==> config.mk <==
export PLATFORM = sky130hd
export DESIGN_NAME = cpu_for_diagram
export DESIGN_NICKNAME = d
export VERILOG_FILES = /design/src/rtl/cpu_for_diagram.sv
export SDC_FILE = /design/constraint.sdc
export NUM_CORES = 1
export LEC_CHECK = 0
export CAP_MARGIN = 10
export CORE_AREA = 2 2 290 292
export DETAILED_ROUTE_END_ITERATION = 8
export DIE_AREA = 0 0 292 294
export PLACE_DENSITY_LB_ADDON = 0.25
export SETUP_SLACK_MARGIN = 0.5
export SLEW_MARGIN = 0
export SYNTH_ARGS = -nofsm -noshare
export SYNTH_HDL_FRONTEND = slang
export SYNTH_SLANG_ARGS = --single-unit
export TNS_END_PERCENT = 10
==> constraint.sdc <==
create_clock -name clk -period 9.25 [get_ports clk]
set_input_delay 1.85 -clock clk [delete_from_list [all_inputs] [get_ports clk]]
set_output_delay 1.85 -clock clk [all_outputs]
set_load 0.01 [all_outputs]
==> src/rtl/cpu_for_diagram.sv <==
// Ball-balancer control core: Pixy UART frame receiver, two-axis PID, three-motor
// mixing, step/dir generation and seven-segment status display.
module cpu_for_diagram #(
  parameter int unsigned CLKS_PER_BIT = 434
) (
  input  logic       clk,
  input  logic       reset,
  input  logic       clk_en,
  input  logic       clk_b,
  input  logic       pixy_in,
  input  logic       arduino_in,
  input  logic       sw1, sw2, sw3, sw4, sw5, sw6, sw7, sw8, sw9,
  input  logic       key_1, key_2, key_3,
  output logic       m1_step_out, m2_step_out, m3_step_out,
  output logic       m1_dir_out, m2_dir_out, m3_dir_out,
  output logic [0:6] Disp1, Disp2, Disp3, Disp4, Disp5, Disp6
);

  localparam int unsigned     CntW     = $clog2(CLKS_PER_BIT + 1);
  localparam logic [CntW-1:0] BitLast  = CntW'(CLKS_PER_BIT - 1);
  localparam logic [CntW-1:0] HalfLast = CntW'(CLKS_PER_BIT / 2 - 1);
  localparam logic [7:0]      SyncByte = 8'hA5;
  localparam logic signed [15:0] IMax = 16'sd8191;
  localparam logic signed [15:0] IMin = -16'sd8191;
  localparam logic signed [15:0] UMax = 16'sd511;
  localparam logic signed [15:0] UMin = -16'sd511;

  typedef enum logic [1:0] {RxIdle, RxStart, RxData, RxStop} rx_state_e;
  typedef enum logic [1:0] {PsSync, PsX, PsY} ps_state_e;

  // ---------------------------------------------------------------------------------------------
  logic [2:0] clk_b_q, key1_q, key3_q, rx_q;
  logic [1:0] key2_q, arm_q;

  // Two-flop synchronizers; edge-detected inputs keep a third stage as the previous value.
  always_ff @(posedge clk or posedge reset) begin
    if (reset) begin
      clk_b_q <= '0;
      arm_q   <= '0;
      key1_q  <= '1;
      key2_q  <= '1;
      key3_q  <= '1;
      rx_q    <= '1;
    end else begin
      clk_b_q <= {clk_b_q[1:0], clk_b};
      arm_q   <= {arm_q[0], arduino_in};
      key1_q  <= {key1_q[1:0], key_1};
      key2_q  <= {key2_q[0], key_2};
      key3_q  <= {key3_q[1:0], key_3};
      rx_q    <= {rx_q[1:0], pixy_in};
    end
  end

  logic pid_edge, key1_fall, key3_fall, view_sp, armed, rx_bit, rx_fall;
  assign pid_edge  = clk_b_q[1] & ~clk_b_q[2];
  assign key1_fall = ~key1_q[1] & key1_q[2];
  assign key3_fall = ~key3_q[1] & key3_q[2];
  assign view_sp   = ~key2_q[1];
  assign armed     = arm_q[1];
  assign rx_bit    = rx_q[1];
  assign rx_fall   = ~rx_q[1] & rx_q[2];

  // ---------------------------------------------------------------------------------------------
  rx_state_e       rx_state_q, rx_state_d;
  logic [CntW-1:0] rx_cnt_q, rx_cnt_d;
  logic [2:0]      rx_idx_q, rx_idx_d;
  logic [7:0]      rx_shift_q, rx_shift_d;
  logic            byte_valid, byte_err;

  // UART receiver state register.
  always_ff @(posedge clk or posedge reset) begin
    if (reset) begin
      rx_state_q <= RxIdle;
      rx_cnt_q   <= '0;
      rx_idx_q   <= '0;
      rx_shift_q <= '0;
    end else begin
      rx_state_q <= rx_state_d;
      rx_cnt_q   <= rx_cnt_d;
      rx_idx_q   <= rx_idx_d;
      rx_shift_q <= rx_shift_d;
    end
  end

  // UART next state: a start is a falling edge, so a low line after a framing error is not
  // mistaken for a new start bit.
  always_comb begin
    rx_state_d = rx_state_q;
    rx_cnt_d   = rx_cnt_q + 1'b1;
    rx_idx_d   = rx_idx_q;
    rx_shift_d = rx_shift_q;
    byte_valid = 1'b0;
    byte_err   = 1'b0;
    case (rx_state_q)
      RxIdle: begin
        rx_cnt_d = '0;
        if (rx_fall) rx_state_d = RxStart;
      end
      RxStart: if (rx_cnt_q == HalfLast) begin
        rx_cnt_d   = '0;
        rx_idx_d   = '0;
        rx_state_d = rx_bit ? RxIdle : RxData;
      end
      RxData: if (rx_cnt_q == BitLast) begin
        rx_cnt_d   = '0;
        rx_shift_d = {rx_bit, rx_shift_q[7:1]};
        rx_idx_d   = rx_idx_q + 1'b1;
        if (rx_idx_q == 3'd7) rx_state_d = RxStop;
      end
      RxStop: if (rx_cnt_q == BitLast) begin
        rx_cnt_d   = '0;
        rx_state_d = RxIdle;
        byte_valid = rx_bit;
        byte_err   = ~rx_bit;
      end
      default: rx_state_d = RxIdle;
    endcase
  end

  // ---------------------------------------------------------------------------------------------
  ps_state_e ps_state_q, ps_state_d;
  logic      x_latch, commit;

  // Frame parser next state: sync, X, Y; a dropped byte restarts at sync.
  always_comb begin
    ps_state_d = ps_state_q;
    x_latch    = 1'b0;
    commit     = 1'b0;
    if (byte_err) begin
      ps_state_d = PsSync;
    end else if (byte_valid) begin
      case (ps_state_q)
        PsSync: if (rx_shift_q == SyncByte) ps_state_d = PsX;
        PsX: begin
          x_latch    = 1'b1;
          ps_state_d = PsY;
        end
        PsY: begin
          commit     = 1'b1;
          ps_state_d = PsSync;
        end
        default: ps_state_d = PsSync;
      endcase
    end
  end

  logic [7:0] x_tmp_q;
  logic [7:0] pos_q [2];
  logic [7:0] sp_q  [2];

  // Parser state, position commit and setpoint capture.
  always_ff @(posedge clk or posedge reset) begin
    if (reset) begin
      ps_state_q <= PsSync;
      x_tmp_q    <= '0;
      for (int a = 0; a < 2; a++) begin
        pos_q[a] <= 8'h80;
        sp_q[a]  <= 8'h80;
      end
    end else begin
      ps_state_q <= ps_state_d;
      if (x_latch) x_tmp_q <= rx_shift_q;
      if (commit) begin
        pos_q[0] <= x_tmp_q;
        pos_q[1] <= rx_shift_q;
      end
      if (key1_fall) begin
        sp_q[0] <= pos_q[0];
        sp_q[1] <= pos_q[1];
      end
    end
  end

  // ---------------------------------------------------------------------------------------------
  logic [2:0] kp, ki, kd;
  assign kp = {sw3, sw2, sw1};
  assign ki = {sw6, sw5, sw4};
  assign kd = {sw9, sw8, sw7};

  logic signed [15:0] kp_s, ki_s, kd_s;
  assign kp_s = $signed({13'd0, kp});
  assign ki_s = $signed({13'd0, ki});
  assign kd_s = $signed({13'd0, kd});

  logic signed [15:0] e_w [2];
  logic signed [15:0] ep_w [2];
  logic signed [15:0] i_sum [2];
  logic signed [15:0] i_new [2];
  logic signed [15:0] u_sum [2];
  logic signed [10:0] u_new [2];
  logic signed [15:0] i_q [2];
  logic signed [10:0] u_q [2];
  logic signed [8:0]  e_prev_q [2];

  // PID arithmetic per axis; u uses the freshly clamped integrator.
  always_comb begin
    for (int a = 0; a < 2; a++) begin
      e_w[a]   = $signed({8'd0, sp_q[a]}) - $signed({8'd0, pos_q[a]});
      ep_w[a]  = $signed({{7{e_prev_q[a][8]}}, e_prev_q[a]});
      i_sum[a] = i_q[a] + ki_s * e_w[a];
      if (i_sum[a] > IMax)      i_new[a] = IMax;
      else if (i_sum[a] < IMin) i_new[a] = IMin;
      else                      i_new[a] = i_sum[a];
      u_sum[a] = kp_s * e_w[a] + (i_new[a] >>> 4) + kd_s * (e_w[a] - ep_w[a]);
      if (u_sum[a] > UMax)      u_new[a] = 11'sd511;
      else if (u_sum[a] < UMin) u_new[a] = -11'sd511;
      else                      u_new[a] = u_sum[a][10:0];
    end
  end

  logic signed [10:0] c_w;
  logic signed [10:0] t_q [3];
  assign c_w = u_q[0] - (u_q[0] >>> 3);

  // PID state update on the sample edge; key_3 clearing wins over an update. Targets trail u.
  always_ff @(posedge clk or posedge reset) begin
    if (reset) begin
      for (int a = 0; a < 2; a++) begin
        i_q[a]      <= '0;
        u_q[a]      <= '0;
        e_prev_q[a] <= '0;
      end
      for (int m = 0; m < 3; m++) t_q[m] <= '0;
    end else begin
      for (int a = 0; a < 2; a++) begin
        if (key3_fall)     i_q[a] <= '0;
        else if (pid_edge) i_q[a] <= i_new[a];
        if (pid_edge) begin
          u_q[a]      <= u_new[a];
          e_prev_q[a] <= e_w[a][8:0];
        end
      end
      t_q[0] <= u_q[1];
      t_q[1] <= c_w - (u_q[1] >>> 1);
      t_q[2] <= -(u_q[1] >>> 1) - c_w;
    end
  end

  // ---------------------------------------------------------------------------------------------
  logic               step_q [3];
  logic               dir_q  [3];
  logic signed [10:0] p_q    [3];

  // Step generators: direction latched at step rise, position moves at step fall.
  always_ff @(posedge clk or posedge reset) begin
    if (reset) begin
      for (int m = 0; m < 3; m++) begin
        step_q[m] <= 1'b0;
        dir_q[m]  <= 1'b0;
        p_q[m]    <= '0;
      end
    end else if (clk_en) begin
      for (int m = 0; m < 3; m++) begin
        if (armed && (p_q[m] != t_q[m])) begin
          if (!step_q[m]) begin
            dir_q[m]  <= (t_q[m] > p_q[m]);
            step_q[m] <= 1'b1;
          end else begin
            step_q[m] <= 1'b0;
            p_q[m]    <= dir_q[m] ? p_q[m] + 11'sd1 : p_q[m] - 11'sd1;
          end
        end else begin
          step_q[m] <= 1'b0;
        end
      end
    end
  end

  assign m1_step_out = step_q[0];
  assign m2_step_out = step_q[1];
  assign m3_step_out = step_q[2];
  assign m1_dir_out  = dir_q[0];
  assign m2_dir_out  = dir_q[1];
  assign m3_dir_out  = dir_q[2];

  // ---------------------------------------------------------------------------------------------
  function automatic logic [0:6] hex_seg(input logic [3:0] v);
    case (v)
      4'h0: return 7'b0000001;
      4'h1: return 7'b1001111;
      4'h2: return 7'b0010010;
      4'h3: return 7'b0000110;
      4'h4: return 7'b1001100;
      4'h5: return 7'b0100100;
      4'h6: return 7'b0100000;
      4'h7: return 7'b0001111;
      4'h8: return 7'b0000000;
      4'h9: return 7'b0000100;
      4'hA: return 7'b0001000;
      4'hB: return 7'b1100000;
      4'hC: return 7'b0110001;
      4'hD: return 7'b1000010;
      4'hE: return 7'b0110000;
      default: return 7'b0111000;
    endcase
  endfunction

  logic [7:0] show_x, show_y;
  logic [0:6] disp_q [4];
  assign show_x = view_sp ? sp_q[0] : pos_q[0];
  assign show_y = view_sp ? sp_q[1] : pos_q[1];

  // Registered position/setpoint digits; reset shows "8080".
  always_ff @(posedge clk or posedge reset) begin
    if (reset) begin
      disp_q[0] <= 7'b0000000;
      disp_q[1] <= 7'b0000001;
      disp_q[2] <= 7'b0000000;
      disp_q[3] <= 7'b0000001;
    end else begin
      disp_q[0] <= hex_seg(show_x[7:4]);
      disp_q[1] <= hex_seg(show_x[3:0]);
      disp_q[2] <= hex_seg(show_y[7:4]);
      disp_q[3] <= hex_seg(show_y[3:0]);
    end
  end

  assign Disp1 = disp_q[0];
  assign Disp2 = disp_q[1];
  assign Disp3 = disp_q[2];
  assign Disp4 = disp_q[3];
  assign Disp5 = hex_seg({1'b0, kp});
  assign Disp6 = hex_seg({1'b0, ki});

endmodule

==> out/metrics.cfg <==
[status]
outcome = complete, but fails checks
violations = negative setup slack

[route]
wl_um = 61400
wl_per_cell_um = 14.6
avgViaCountPerCell = 4.64
drcViolationCount = 0
drtAntennaViolNets = 0
first_iter_violations = 727
via_count = 19400
dr.pass1.iters = 4

[timing]
slew_viol_final = 0
min_period_ns = 9.53
worst_pin_slew_ns = 0.977
slew_headroom_pct = 34.8
max_freq_mhz = 105
hold_viol = 0
rsz0062_at_grt = yes
finalWorstSetupSlack_ns = -0.278
setup_viol = 22
fin_crit_sh_pct = 103
skew_ns = 0.0234
whs_ns = 0.347

[yosys]
synth_nets = 3214
synth_area_leaders = dfrtp_1 (24%), ha_1 (16%), fa_1 (13%)
synth_flop_cell = dfrtp_1
yosysMostFrequentCell = inv_1
yosysSeqAreaShare_pct = 25.6
avgSynthCellArea_um2 = 9.06
netlist_instances = 2718
ys_types = 92
synth_top_cell_by_area = dfrtp_1
ys_warn_count = 0
synth_async_sr_flop_share_pct = 100
yosysTopAreaCellShare_pct = 23.8
netlist_top_cells_count = inv_1 (456), ha_1 (314), dfrtp_1 (234)
syn_area_mm2 = 0.0246
ys_seq_elements = 251
synth_enable_flop_cells = 0

[power]
p_per_area_mw_per_mm2 = 175
total_power_mw = 5.46
p_leak_nw = 15.2
vdd_ir_drop_max_v = 0.000148

[global_routing]
grt_pass1_vias = 20000
grt_overflow = 0
grt_usage_pct = 14.6
antenna_found_initial = 1
grt_pass1_wl_um = 103000
grt_max_degree = 80

[clock_tree]
root_buffer = clkbuf_16
numCtsBuffers = 35
clk_latency_ns = 0.55
tritoncts = yes
cts.clk_slew.worst_paths_ns = 0.06
h-tree-depth = 2
cts_max_path_buffers = 3
cts.sink_count = 251
cts-hold-fix-buffers = 0

[finish]
drive_above_1_share_pct = 21.2
num_antenna_cells = 0
register_area_mm2 = 0.00630
multiInputGateArea_mm2 = 0.0174
final_cells = 4192
area_growth_pct = 26.8
n_fill_cell = 8442
finalNetCount = 3581

[setup_path]
crit_path_start = sp_q[0]
reg2reg_from = sp_q[0]
crit_required_ns = 9.66
r2r-end = u_q[6]
reg2reg_depth = 43
cp-start-kind = flip-flop
arrival_ns = 9.94
endpoint_kind = flip-flop
crit_fanout = 8
critPathSlowestCell = fa_1
rrSetupSlack_ns = -0.28
slowest_delay_ns = 0.56
critPathKind = reg -> reg

[die]
chipWidth_um = 292
die_area_mm2 = 0.0858
coreArea_mm2 = 0.0829
start_util_pct = 29.7
num_rows = 106
io_pins = 66
die_y_um = 294

[min_path]
min_to = clk_b_q[1]
worstHoldPathCells = 0
worstHoldStart = clk_b_q[0]
min_path_type = reg -> reg

[placed_design]
place_ws_ns = -1.29
gp_congestion = 0.832
place_hpwl_um = 48700
dp.cells = 4075
port_buffers = 65

[job]
max_cap_violations = 0

==> per-layer routing <==
layer / vias to the layer above / share of wire [%] / track usage (%)
li1: 9871 / - / -
met1: 9317 / 48 / 19.8
met2: 182 / 47 / 24.9
met3: 66 / 2.4 / 1.74
met4: 0 / 2.1 / 3.61
met5: - / 0 / 0
==> per-stage QoR <==
step | cell area (um^2) | setup TNS [ns] | util (%)
after floorplan | 25100 | -0.891 | -
after global placement | 28900 | -25.70 | 34.9
after detailed placement | 28900 | -26.34 | 34.9
after CTS | 30800 | -2.56 | 37.2
after global routing | 31200 | -13.48 | 37.7
final | 31200 | -3.98 | 37.7
==> where the power goes <==
part / leakage [nW] / switching (mW) / internal [mW] / total (mW)
clock network: 0.598 / 0.526 / 0.885 / 1.41
logic: 11.4 / 1.41 / 1.19 / 2.60
registers: 3.23 / 0.144 / 1.30 / 1.44
==> sequential cells by signal, summed over array words and instances (netlist names), 8 cells and up, named ones only <==
signal / flops
x_tmp_q: 8
pos_q: 16
p_q: 33
u_q: 22
rx_cnt_q: 9
e_prev_q: 18
rx_shift_q: 8
t_q: 32
i_q: 32
sp_q: 16
==> worst max path at each step <==
stage                     endpoint  slack (ns)  cells after the start
after floorplan             u_q[3]       -0.10                     32
after global placement     u_q[17]       -1.25                     32
after detailed placement    u_q[1]       -1.29                     33
after CTS                   u_q[6]       -0.18                     47
after global routing       u_q[18]       -0.71                     41
final                       u_q[6]       -0.28                     43
==> critical path: cells and delay by family, from the launching register on <==
family	cells	cell delay, ns
xor gates and xnor gates	1	0.09
buffers and inverters	11	1.02
AOI/OAI and AO/OA	11	2.26
adders and majority gates	11	4.33
DFF	1	0.36
and+or+nand+nor	9	1.34
==> cells by family (layout without fill, tap and decap cells) <==
group | after synthesis | after routing | synth area share (%)
AO/OA/AOI/OAI | 533 | 533 | 14.4
flip-flops | 251 | 251 | 25.6
adder cells (fa/ha/maj) | 478 | 478 | 29.3
XOR/XNOR | 114 | 114 | 4.08
AND/OR/NAND/NOR | 740 | 740 | 15.1
multiplexers | 77 | 77 | 3.38
buffers and inverters | 525 | 919 | 8.07
==> cells in the final DEF, fill, tap and decap left out, types with 58 or more instances in the layout <==
master and n:
clkdlybuf4s50_1 63, o21ai_0 107, ha_1 280, a21oi_1 104, dfrtp_1 234, xnor2_1 65
a21o_1 58, nor2_1 137, fa_1 156, and2_1 91, buf_4 317, inv_1 437
nand2_1 223
==> cell type report <==
cell class,instances,share of cell area (%)
Tap cell,1080,4.33
Inverter,460,5.57
Timing Repair Buffer,394,10.3
Clock inverter,14,0.625
Clock buffer,50,3.28
Multi-Input combinational cell,1942,55.7
Sequential cell,251,20.2
Timing Repair inverter,1,0.0160
==> repair_timing <==
item	4_1_cts	5_1_grt
setup endpoints to repair	22	22
gates resized for setup	96	51
pin swaps	82	67
cloned	1	0
buffers inserted	34	18
(Power assumes the default switching activity.)
